$ cat config.mk
export PLATFORM = sky130hd
export DESIGN_NAME = inst_prefetch_unit
export DESIGN_NICKNAME = d
export VERILOG_FILES = /design/src/rtl/inst_prefetch_unit.sv
export SDC_FILE = /design/constraint.sdc
export NUM_CORES = 1
export LEC_CHECK = 0
export ABC_CLOCK_PERIOD_IN_PS = 13600
export CAP_MARGIN = 20
export CELL_PAD_IN_SITES_DETAIL_PLACEMENT = 1
export CELL_PAD_IN_SITES_GLOBAL_PLACEMENT = 2
export CORE_MARGIN = 2
export CORE_UTILIZATION = 40
export CTS_CLUSTER_SIZE = 16
export DETAILED_ROUTE_END_ITERATION = 16
export PLACE_DENSITY_LB_ADDON = 0.1
export RECOVER_POWER = 25
export SLEW_MARGIN = 20
export SYNTH_ARGS = -nofsm -noshare
export SYNTH_HDL_FRONTEND = slang
export SYNTH_SLANG_ARGS = --single-unit
$ cat constraint.sdc
create_clock -name clk -period 13.6 [get_ports clk]
set_clock_uncertainty 0.1 [all_clocks]
set_input_delay 2.72 -clock clk [delete_from_list [all_inputs] [get_ports clk]]
set_output_delay 2.72 -clock clk [all_outputs]
set_load 0.005 [all_outputs]
$ cat src/rtl/inst_prefetch_unit.sv
// inst_prefetch_unit
//   Instruction prefetcher between a multi-cycle instruction memory and decode.
//   Issues one word fetch at a time over a req/ack handshake, buffers returned
//   words with their PCs in a DEPTH-entry FIFO, and presents the FIFO head to
//   decode over valid/ready. A redirect from execute flushes the FIFO and
//   restarts fetch at the (word-aligned) target PC.
//
// Ports
//   clk, rst        clock; synchronous active-high reset
//   imem_req        fetch request, held until imem_ack
//   imem_addr       word-aligned fetch address, stable while imem_req=1
//   imem_ack        memory accepted request; imem_rdata valid this cycle
//   imem_rdata      returned instruction word
//   redirect_valid  taken branch/jump this cycle
//   redirect_pc     new fetch target (low two bits ignored)
//   inst_valid      FIFO head valid
//   inst, inst_pc   FIFO head instruction and its PC
//   inst_ready      decode consumes head when inst_valid & inst_ready

module inst_prefetch_unit #(
    parameter int unsigned DEPTH    = 4,
    parameter logic [31:0] RESET_PC = 32'h0000_0000
) (
    input  logic        clk,
    input  logic        rst,
    output logic        imem_req,
    output logic [31:0] imem_addr,
    input  logic        imem_ack,
    input  logic [31:0] imem_rdata,
    input  logic        redirect_valid,
    input  logic [31:0] redirect_pc,
    output logic        inst_valid,
    output logic [31:0] inst,
    output logic [31:0] inst_pc,
    input  logic        inst_ready
);

    localparam int unsigned PTR_W = (DEPTH > 1) ? $clog2(DEPTH) : 1;
    localparam int unsigned CNT_W = PTR_W + 1;

    typedef enum logic [1:0] {
        S_IDLE,
        S_REQ,
        S_DISCARD
    } state_e;

    state_e             state_q, state_d;
    logic [31:0]        fetch_pc_q, fetch_pc_d;
    logic [31:0]        disc_addr_q, disc_addr_d;
    logic [CNT_W-1:0]   count_q, count_d;
    logic [PTR_W-1:0]   rd_ptr_q, rd_ptr_d;
    logic [PTR_W-1:0]   wr_ptr_q, wr_ptr_d;
    logic [PTR_W-1:0]   rd_ptr_nxt;
    logic [31:0]        inst_q, inst_d;
    logic [31:0]        inst_pc_q, inst_pc_d;
    logic [31:0]        mem_inst_q [DEPTH];
    logic [31:0]        mem_pc_q   [DEPTH];

    logic               push;
    logic               pop;
    logic               credit_ok;
    logic [31:0]        redirect_tgt;

    assign redirect_tgt = redirect_pc & ~32'd3;

    // A redirect cancels any push or pop in the same cycle.
    assign push = (state_q == S_REQ) && imem_ack && !redirect_valid;
    assign pop  = (count_q != '0) && inst_ready && !redirect_valid;

    assign rd_ptr_nxt = rd_ptr_q + PTR_W'(1);

    // ------------------------------------------------------------------
    // FIFO bookkeeping and head register
    // ------------------------------------------------------------------
    always_comb begin
        count_d   = count_q;
        rd_ptr_d  = rd_ptr_q;
        wr_ptr_d  = wr_ptr_q;
        inst_d    = inst_q;
        inst_pc_d = inst_pc_q;

        if (redirect_valid) begin
            count_d  = '0;
            rd_ptr_d = '0;
            wr_ptr_d = '0;
        end else begin
            count_d  = count_q + CNT_W'(push) - CNT_W'(pop);
            rd_ptr_d = rd_ptr_q + PTR_W'(pop);
            wr_ptr_d = wr_ptr_q + PTR_W'(push);

            // The head register mirrors mem[rd_ptr] but is only reloaded when
            // the head changes, so it holds its last value once the FIFO empties.
            if (pop && (count_q > CNT_W'(1))) begin
                inst_d    = mem_inst_q[rd_ptr_nxt];
                inst_pc_d = mem_pc_q[rd_ptr_nxt];
            end else if (push && ((count_q == '0) || (pop && (count_q == CNT_W'(1))))) begin
                inst_d    = imem_rdata;
                inst_pc_d = fetch_pc_q;
            end
        end
    end

    // Credit is judged on next-cycle occupancy so at most DEPTH entries exist
    // even counting the single outstanding request.
    assign credit_ok = (count_d < CNT_W'(DEPTH));

    // ------------------------------------------------------------------
    // Fetch FSM
    // ------------------------------------------------------------------
    always_comb begin
        state_d     = state_q;
        fetch_pc_d  = fetch_pc_q;
        disc_addr_d = disc_addr_q;

        if (redirect_valid) begin
            fetch_pc_d = redirect_tgt;
            unique case (state_q)
                S_IDLE: begin
                    state_d = credit_ok ? S_REQ : S_IDLE;
                end
                S_REQ: begin
                    if (imem_ack) begin
                        state_d = credit_ok ? S_REQ : S_IDLE;
                    end else begin
                        // Keep presenting the old address until the memory acks.
                        state_d     = S_DISCARD;
                        disc_addr_d = fetch_pc_q;
                    end
                end
                S_DISCARD: begin
                    if (imem_ack) begin
                        state_d = credit_ok ? S_REQ : S_IDLE;
                    end
                end
                default: state_d = S_IDLE;
            endcase
        end else begin
            unique case (state_q)
                S_IDLE: begin
                    if (credit_ok) begin
                        state_d = S_REQ;
                    end
                end
                S_REQ: begin
                    if (imem_ack) begin
                        fetch_pc_d = fetch_pc_q + 32'd4;
                        state_d    = credit_ok ? S_REQ : S_IDLE;
                    end
                end
                S_DISCARD: begin
                    if (imem_ack) begin
                        state_d = credit_ok ? S_REQ : S_IDLE;
                    end
                end
                default: state_d = S_IDLE;
            endcase
        end
    end

    // ------------------------------------------------------------------
    // State registers
    // ------------------------------------------------------------------
    always_ff @(posedge clk) begin
        if (rst) begin
            state_q     <= S_IDLE;
            fetch_pc_q  <= RESET_PC;
            disc_addr_q <= RESET_PC;
            count_q     <= '0;
            rd_ptr_q    <= '0;
            wr_ptr_q    <= '0;
            inst_q      <= '0;
            inst_pc_q   <= '0;
        end else begin
            state_q     <= state_d;
            fetch_pc_q  <= fetch_pc_d;
            disc_addr_q <= disc_addr_d;
            count_q     <= count_d;
            rd_ptr_q    <= rd_ptr_d;
            wr_ptr_q    <= wr_ptr_d;
            inst_q      <= inst_d;
            inst_pc_q   <= inst_pc_d;
        end
    end

    always_ff @(posedge clk) begin
        if (push) begin
            mem_inst_q[wr_ptr_q] <= imem_rdata;
            mem_pc_q[wr_ptr_q]   <= fetch_pc_q;
        end
    end

    // ------------------------------------------------------------------
    // Outputs
    // ------------------------------------------------------------------
    assign imem_req   = (state_q != S_IDLE);
    assign imem_addr  = (state_q == S_DISCARD) ? disc_addr_q : fetch_pc_q;
    assign inst_valid = (count_q != '0);
    assign inst       = inst_q;
    assign inst_pc    = inst_pc_q;

endmodule

## Word level (Yosys, flattened, before mapping)

Memories as Yosys holds them, arrays and structs flattened.
Index checks and enable logic that the tools add are counted.

- Reduce and logical (&&, ||, !) cells: 22
- Bitwise logic cells: 2
- Order comparisons: 2
- Add/sub/neg operators: 6
- Equal/unequal tests: 4
- Multiplexer cells: 18

Operator list:

| operator | number |
|---|---|
| $mux 32 | 8 |
| $add 32x3->32 const B | 1 |
| $mux 2 | 4 |
| $reduce_bool 2->1 | 4 |
| $logic_and 1x1->1 | 7 |
| $pmux 2 s3 | 1 |
| $reduce_and 2->1 | 3 |
| $add 2x1->2 | 2 |
| $pmux 2 s2 | 1 |
| $reduce_or 2->1 | 2 |
| $add 3x1->3 | 1 |
| $eq 3x1->1 const B | 1 |
| $gt 3x1->1 const B | 1 |
| $logic_not 3->1 | 1 |
| $lt 3x3->1 const B | 1 |
| $mux 1 | 3 |
| $mux 3 | 1 |
| $ne 3x3->1 const B | 1 |
| $reduce_and 3->1 | 1 |
| $reduce_bool 3->1 | 1 |
| $sub 3x1->3 | 1 |
| $add 2x1->2 const B | 1 |
| $eq 2x1->1 const B | 1 |
| $eq 2x2->1 const B | 1 |
| 4 further kinds | 5 |

- Input bits: 69
- Register bits after elaboration: 137
- Memories: 2
- Output and inout bits: 98
- Logic and storage cells: 65
- RAM bits: 256

Memory list:

| memory | depth | width | read ports | clocked after Yosys merged registers in | write ports | RTL line | source |
|---|---|---|---|---|---|---|---|
| mem_inst_q | 4 | 32 | 1 | 0 | 1 | 56 | `logic [31:0] mem_inst_q [DEPTH];` |
| mem_pc_q | 4 | 32 | 1 | 0 | 1 | 57 | `logic [31:0] mem_pc_q [DEPTH];` |

## Logic depth before layout (Yosys ltp)

Gate-level depths: netlist of the first run.

- Word-level depth: 11
- Mapped depth: 13
- Depth with buffers taken out: 12

## Least setup slack after synthesis of the first run

No wires, ideal clock.

- Path type: input port to flip-flop
- Start: input port imem_ack
- End: memory mem_inst_q[1][0], enable pin
- Required time: 12,843 ps
- Setup time: 657 ps
- Path slack: 3,239 ps
- Cell stages on the path: 3
- Arrival time: 9,604 ps
- Path buffers: 1
- Path through: clkbuf_1 nand2_1 nor4b_1

- Longest elaborated chain between the ends: 4

RTL lines:

| element | RTL line | source |
|---|---|---|
| start, declared | 28 | `input logic imem_ack,` |
| $logic_and 1x1->1 (2 in series) | 67 | `assign push = (state_q == S_REQ) && imem_ack && !redirect_valid;` |
| $mux 1 | 186 | `if (push) begin` |
| $mux 1 (implied by the code) | 187 | `mem_inst_q[wr_ptr_q] <= imem_rdata;` |
| end, declared | 56 |  |

Every way passes these cells.

## Worst setup path in the final report of the first run

- Start: input port imem_ack
- End: register inst_pc_q[5], in the netlist inst_pc[5]

- Longest elaborated chain between the ends: 5

RTL lines:

| element | RTL line | source |
|---|---|---|
| $logic_and 1x1->1 (2 in series) | 67 |  |
| $logic_and 1x1->1 | 96 | `end else if (push && ((count_q == '0) \|\| (pop && (count_q == CNT_W'(1))))) begin` |
| $reduce_bool 2->1 (no source line) | -- |  |
| $reduce_and 2->1 (no source line) | -- |  |
| end signal, assigned | 181 | `inst_pc_q <= inst_pc_d;` |
| end, declared | 55 | `logic [31:0] inst_pc_q, inst_pc_d;` |

Every way passes these cells.
A chain may end at the register's enable or synchronous reset.

==> impl_metrics.csv, run 1 <==
group,metric,value,unit
run_status,status,"completed",
place,post-place-ws,7.43,ns
timing,setup_viol,0,
logic_synthesis,seq_area_frac_synth,0.660,
route,wl,36.1,mm
floorplan,coreArea,37600,um2
logic_synthesis,synth_ff_type,"edfxtp_1",
timing,setup_ws,8.00,ns
logic_synthesis,yosysUniqueCellTypes,41,
run,cap_violations,0,
setup_path,crit_chain,"clkdlybuf4s50_1 -> and2_1 -> o2111ai_1 -> a21oi_4 -> buf_4 -> nor2_1 -> a211oi_1",
clock_tree,cts_resized,0,
clock_tree,cts.sinks,379,
logic_synthesis,async_reset_ff_frac,0,
route,drt_iter0_drc,365,
floorplan,ioPinCount,167,
floorplan,dieWidth,199,um
setup_path,crit_family,"buffers and inverters",
place,gp_congestion,0.715,
timing,rsz0062_at_grt,"false",
floorplan,die_y,199,um
power_and_ir_drop,power_frac_clock,0.462,
clock_tree,htreeDepth,2,
final_layout,drive_above_1_share,0.156,
timing,max_freq,179,MHz
grt,overflow,0,
floorplan,die_area,39700,um2
setup_path,critical_path_class,"in2reg",
clock_tree,clk_latency,0.54,ns
timing,hold_viol,0,
grt,grt_pass1_vias,9586,
final_layout,final_area,18800,um2
floorplan,initial_core_util,0.406,
grt,antenna_found_initial,0,
power_and_ir_drop,irDropWorstVdd,0.0656,mV
final_layout,fillers,3683,
clock_tree,post-cts-setup-buffers,0,
logic_synthesis,syn_area,15300,um2
power_and_ir_drop,power.total,2.66,mW
place,port-buffer-count,160,
route,drc,0,
timing,slew_viol_final,0,
final_layout,synthToLayoutAreaGrowth,23.5,%
timing,period_minus_slack,5.60,ns
power_and_ir_drop,powerDensity,141,nW/um2
grt,grt_pass1_wl,56.9,mm
timing,worst_pin_slew,1.06,ns
floorplan,rows,71,
grt,grt_start_max_net_pins,99,
place,hpwlAfterDp,21.2,mm
power_and_ir_drop,swShare,0.211,
setup_path,path_max_fanout,98,
final_layout,diodes,0,
clock_tree,numCtsBuffers,43,
power_and_ir_drop,p_seq_frac,0.482,
final_layout,layout_commonest_cell,"edfxtp_1",
clock_tree,hold_buffers,0,
timing,whs,0.351,ns
setup_path,critPathRequiredTime,13.93,ns
setup_path,cp.buffers_inverters,2,
logic_synthesis,ys_warn_count,0,
clock_tree,path_clk_slew,0.06,ns
place,place_area,17300,um2
logic_synthesis,synth_cells,1051,
clock_tree,clockBufferDepth,3,
setup_path,endpoint_kind,"register",
route,dr.pass1.iters,4,
grt,grt_usage,0.189,
power_and_ir_drop,cell_internal_pwr,2.10,mW
power_and_ir_drop,comb_power_share,0.056,
logic_synthesis,synth-edff-count,248,
logic_synthesis,avgSynthCellArea,14.5,um2
logic_synthesis,ys_seq_elements,379,
setup_path,cp_data_arrival_time,5.93,ns
timing,relSlewSlack,0.292,
clock_tree,cts_root_buffer,"clkbuf_16",
route,ant_nets,0,
setup_path,critPathLaunchType,"input port",
route,routed-via-count,9029,
route,routed_via_density,5.20,
timing,period_share,0.412,
setup_path,cp_slowest_cell,"buf_4",
final_layout,final_cell_mix,"edfxtp_1 (248), clkdlybuf4s50_1 (143), dfxtp_1 (129)",
power_and_ir_drop,p_leak,5.87,nW
route,routedWlPerCell,20.8,um
timing,finalSetupTns,0,ns
clock_tree,tritoncts,"yes",
hold_path,hold_class,"reg2reg",
power_and_ir_drop,p_sw,562,uW
setup_path,slowest_delay,0.92,ns
final_layout,fin_nets,1273,
==> cell type report <==
| cell class | instances | area [um2] | area share |
|---|---|---|---|
| tap | 511 | 639 | 0.0339 |
| inverter | 11 | 41.3 | 0.00219 |
| multi-input combinational | 585 | 4870 | 0.259 |
| clock inverter | 26 | 360 | 0.0191 |
| clock buffer | 52 | 1150 | 0.0610 |
| sequential | 379 | 10100 | 0.535 |
| timing repair buffer | 174 | 1700 | 0.0904 |
==> worst register-to-register path: cells and delay by family, from the launching register on <==
family,cells,cell delay [ns]
buffers and inverters,2,1.02
flip-flops,1,0.34
adder cells (fa/ha/maj),1,0.29
AND/OR/NAND/NOR,2,0.43
AO/OA/AOI/OAI,3,1.17
==> power by group through the flow <==
stage | clock [mW] | sequential [mW] | combinational [mW]
finish | 1.23 | 1.28 | 0.148
global route | 1.31 | 1.29 | 0.165
CTS | 1.26 | 1.29 | 0.153
detailed placement | 0 | 1.31 | 0.152
global placement | 0 | 1.31 | 0.150
floorplan | 0 | 1.30 | 0.0710
==> routing by layer <==
| metal | track usage | part of all wire | up-vias |
|---|---|---|---|
| li1 | - | - | 4259 |
| met4 | 0.0447 | 0.017 | 0 |
| met3 | 0.0294 | 0.033 | 48 |
| met2 | 0.313 | 0.48 | 144 |
| met1 | 0.261 | 0.47 | 4578 |
| met5 | 0 | 0 | - |
==> path summary, 6_finish.rpt <==
| kind | slack (ns) | cells after the start | startpoint | endpoint |
|---|---|---|---|---|
| max reg2reg | 10.14 | 8 | state_q[1] | inst_pc[5] |
| min reg2reg | 0.35 | 2 | disc_addr_q[7] | disc_addr_q[7] |
| max | 8.00 | 7 | imem_ack | inst_pc[5] |
| min | 0.35 | 2 | disc_addr_q[7] | disc_addr_q[7] |
==> Yosys cell counts (7+ instances only) <==
cell type  instances  area [um2]
a211oi_1          81         608
a21oi_1           43         215
buf_2             13        65.1
clkbuf_1          59         221
dfxtp_1          131        2620
edfxtp_1         248        7450
ha_1               9         113
inv_1             11        41.3
mux2_2            26         293
mux2i_1           64         641
mux4_2            62        1400
nand2_1           84         315
nand3_1           15        75.1
nand4_1            7        43.8
nor2_1            98         368
nor3_1            10        50.1
nor4_2             7        87.6
xnor2_1           18         158
xor2_1            16         140
==> flip-flops by register name, indices dropped and copies added, names as in the netlist <==
name	count
wr_ptr_q	2
rd_ptr_q	2
mem_pc_q	120
disc_addr_q	30
fetch_pc_q	30
inst_pc	30
state_q	2
mem_inst_q	128
inst	32
count_q	3
==> per-stage QoR <==
stage | std cells | util
after global routing | 1738 | 0.502
after global placement | 1660 | 0.461
after detailed placement | 1660 | 0.461
after CTS | 1738 | 0.502
final | 1738 | 0.502
after floorplan | 1054 | -
==> cells by family after synthesis <==
family / share of synthesized area
flip-flops: 0.660
adder cells (fa/ha/maj): 0.00869
AO/OA/AOI/OAI: 0.0604
AND/OR/NAND/NOR: 0.0740
other: 0.000246
multiplexers: 0.153
XOR/XNOR: 0.0195
buffers and inverters: 0.0247
(Power assumes the default switching activity.)
==> run 2: changes to the inputs <==
--- a/config.mk
+++ b/config.mk
@@ -5,12 +5,12 @@
 export SDC_FILE = /design/constraint.sdc
 export NUM_CORES = 1
 export LEC_CHECK = 0
-export ABC_CLOCK_PERIOD_IN_PS = 13600
+export ABC_CLOCK_PERIOD_IN_PS = 4900
 export CAP_MARGIN = 20
 export CELL_PAD_IN_SITES_DETAIL_PLACEMENT = 1
 export CELL_PAD_IN_SITES_GLOBAL_PLACEMENT = 2
 export CORE_MARGIN = 2
-export CORE_UTILIZATION = 40
+export CORE_UTILIZATION = 36
 export CTS_CLUSTER_SIZE = 16
 export DETAILED_ROUTE_END_ITERATION = 16
 export PLACE_DENSITY_LB_ADDON = 0.1
==> constraint.sdc (replaced) <==
create_clock -name clk -period 4.9 [get_ports clk]
set_clock_uncertainty 0.1 [all_clocks]
set_input_delay 0.98 -clock clk [delete_from_list [all_inputs] [get_ports clk]]
set_output_delay 0.98 -clock clk [all_outputs]
set_load 0.005 [all_outputs]
==> impl_metrics.csv, run 2 (same netlist as run 1, synthesis figures left out) <==
group,metric,value,unit
run_status,status,"completed",
setup_path,crit_chain,"inv_1 -> ha_1 -> buf_4 -> mux2_2 -> clkdlybuf4s50_1",
timing,max_freq,260,MHz
timing,hold_viol,0,
final_layout,fillers,4238,
route,routed-via-count,9157,
power_and_ir_drop,powerDensity,377,nW/um2
timing,period_minus_slack,3.84,ns
setup_path,cp_data_arrival_time,2.76,ns
timing,setup_ws,1.06,ns
setup_path,endpoint_kind,"primary output",
floorplan,die_area,44100,um2
floorplan,rows,75,
final_layout,postLayoutCoreUtil,0.450,
hold_path,worstHoldPathCells,2,
setup_path,path_max_fanout,15,
timing,setup_viol,0,
grt,overflow,0,
route,routed_via_density,5.16,
grt,antenna_found_initial,0,
power_and_ir_drop,p_leak,5.84,nW
clock_tree,cts_resized,0,
final_layout,final_cell_mix,"edfxtp_1 (248), clkdlybuf4s50_1 (143), dfxtp_1 (129)",
final_layout,synthToLayoutAreaGrowth,23.5,%
timing,relSlewSlack,0.279,
place,post-place-ws,1.20,ns
final_layout,drive_above_1_share,0.151,
floorplan,dieWidth,210,um
grt,grt_pass1_wl,58.4,mm
clock_tree,cts.sinks,379,
clock_tree,tritoncts,"yes",
setup_path,cp_slowest_cell,"ha_1",
final_layout,layout_commonest_cell,"edfxtp_1",
route,wl,37.7,mm
run,cap_violations,0,
route,routedWlPerCell,21.2,um
timing,rsz0062_at_grt,"false",
place,hpwlAfterDp,22.6,mm
clock_tree,path_clk_slew,0.06,ns
setup_path,slowest_delay,0.59,ns
route,dr.pass1.iters,4,
timing,period_share,0.784,
floorplan,coreArea,41900,um2
final_layout,fin_nets,1280,
clock_tree,post-cts-setup-buffers,0,
place,port-buffer-count,160,
final_layout,diodes,0,
grt,grt_pass1_vias,9801,
route,ant_nets,0,
timing,worst_pin_slew,1.08,ns
floorplan,die_y,210,um
clock_tree,cts_root_buffer,"clkbuf_16",
place,gp_congestion,0.691,
setup_path,critPathLaunchType,"register",
grt,grt_start_max_net_pins,79,
route,drt_iter0_drc,430,
setup_path,worstRegToRegCells,12,
hold_path,hold_class,"reg2reg",
timing,slew_viol_final,0,
clock_tree,numCtsBuffers,43,
setup_path,critPathRequiredTime,3.82,ns
clock_tree,hold_buffers,0,
route,drc,0,
clock_tree,clockBufferDepth,3,
final_layout,largest_reg_flops,128,
final_layout,largest_register,"mem_inst_q",
clock_tree,htreeDepth,2,
grt,grt_usage,0.173,
clock_tree,clk_latency,0.56,ns
floorplan,ioPinCount,167,
setup_path,critical_path_class,"reg2out",
power_and_ir_drop,irDropWorstVdd,0.202,mV
floorplan,initial_core_util,0.365,
[run 2: where the power goes]
part	switching [mW]	internal [mW]	total (mW)
sequential	0.0851	3.48	3.57
clock	1.24	1.87	3.12
combinational	0.204	0.215	0.419
[run 2: per-stage QoR]
stage | power (mW) | hold slack (ns) | setup TNS, ns | instances | area (um2)
after floorplan | 3.80 | 0.333 | -1.89 | 1054 | 15300
after global placement | 4.06 | 0.338 | 0 | 1695 | 17500
after detailed placement | 4.07 | 0.347 | 0 | 1695 | 17500
after CTS | 7.22 | 0.356 | 0 | 1774 | 18900
after global routing | 7.36 | 0.375 | 0 | 1774 | 18900
final | 7.10 | 0.356 | 0 | 1774 | 18900
[run 2: final timing paths]
path / end / startpoint / slack, ns
max: imem_addr[13] / state_q[0] / 1.06
min: disc_addr_q[18] / disc_addr_q[18] / 0.36
max reg2reg: state_q[1] / count_q[1] / 2.20
min reg2reg: disc_addr_q[18] / disc_addr_q[18] / 0.36
[run 2: area by class of cell]
type	instances	area [um2]	area share
Sequential cell	379	10100	0.535
Multi-Input combinational cell	585	4890	0.259
Timing Repair Buffer	181	1810	0.0958
Clock buffer	71	1270	0.0676
Tap cell	539	674	0.0358
Clock inverter	8	86.3	0.00458
Inverter	11	41.3	0.00219
[run 2: per-layer routing]
| metal | track usage | vias to the layer above | part of all wire |
|---|---|---|---|
| met4 | 0.0430 | 0 | 0.019 |
| met5 | 0 | - | 0 |
| met1 | 0.238 | 4670 | 0.47 |
| met3 | 0.0347 | 45 | 0.038 |
| li1 | - | 4274 | - |
| met2 | 0.284 | 168 | 0.47 |
[run 2: critical path, delay by kind of cell, from the launching register on]
kind       cells  cell delay (ns)
flops          1             0.34
buf+inv        3             0.90
mux            1             0.36
fa+ha+maj      1             0.59
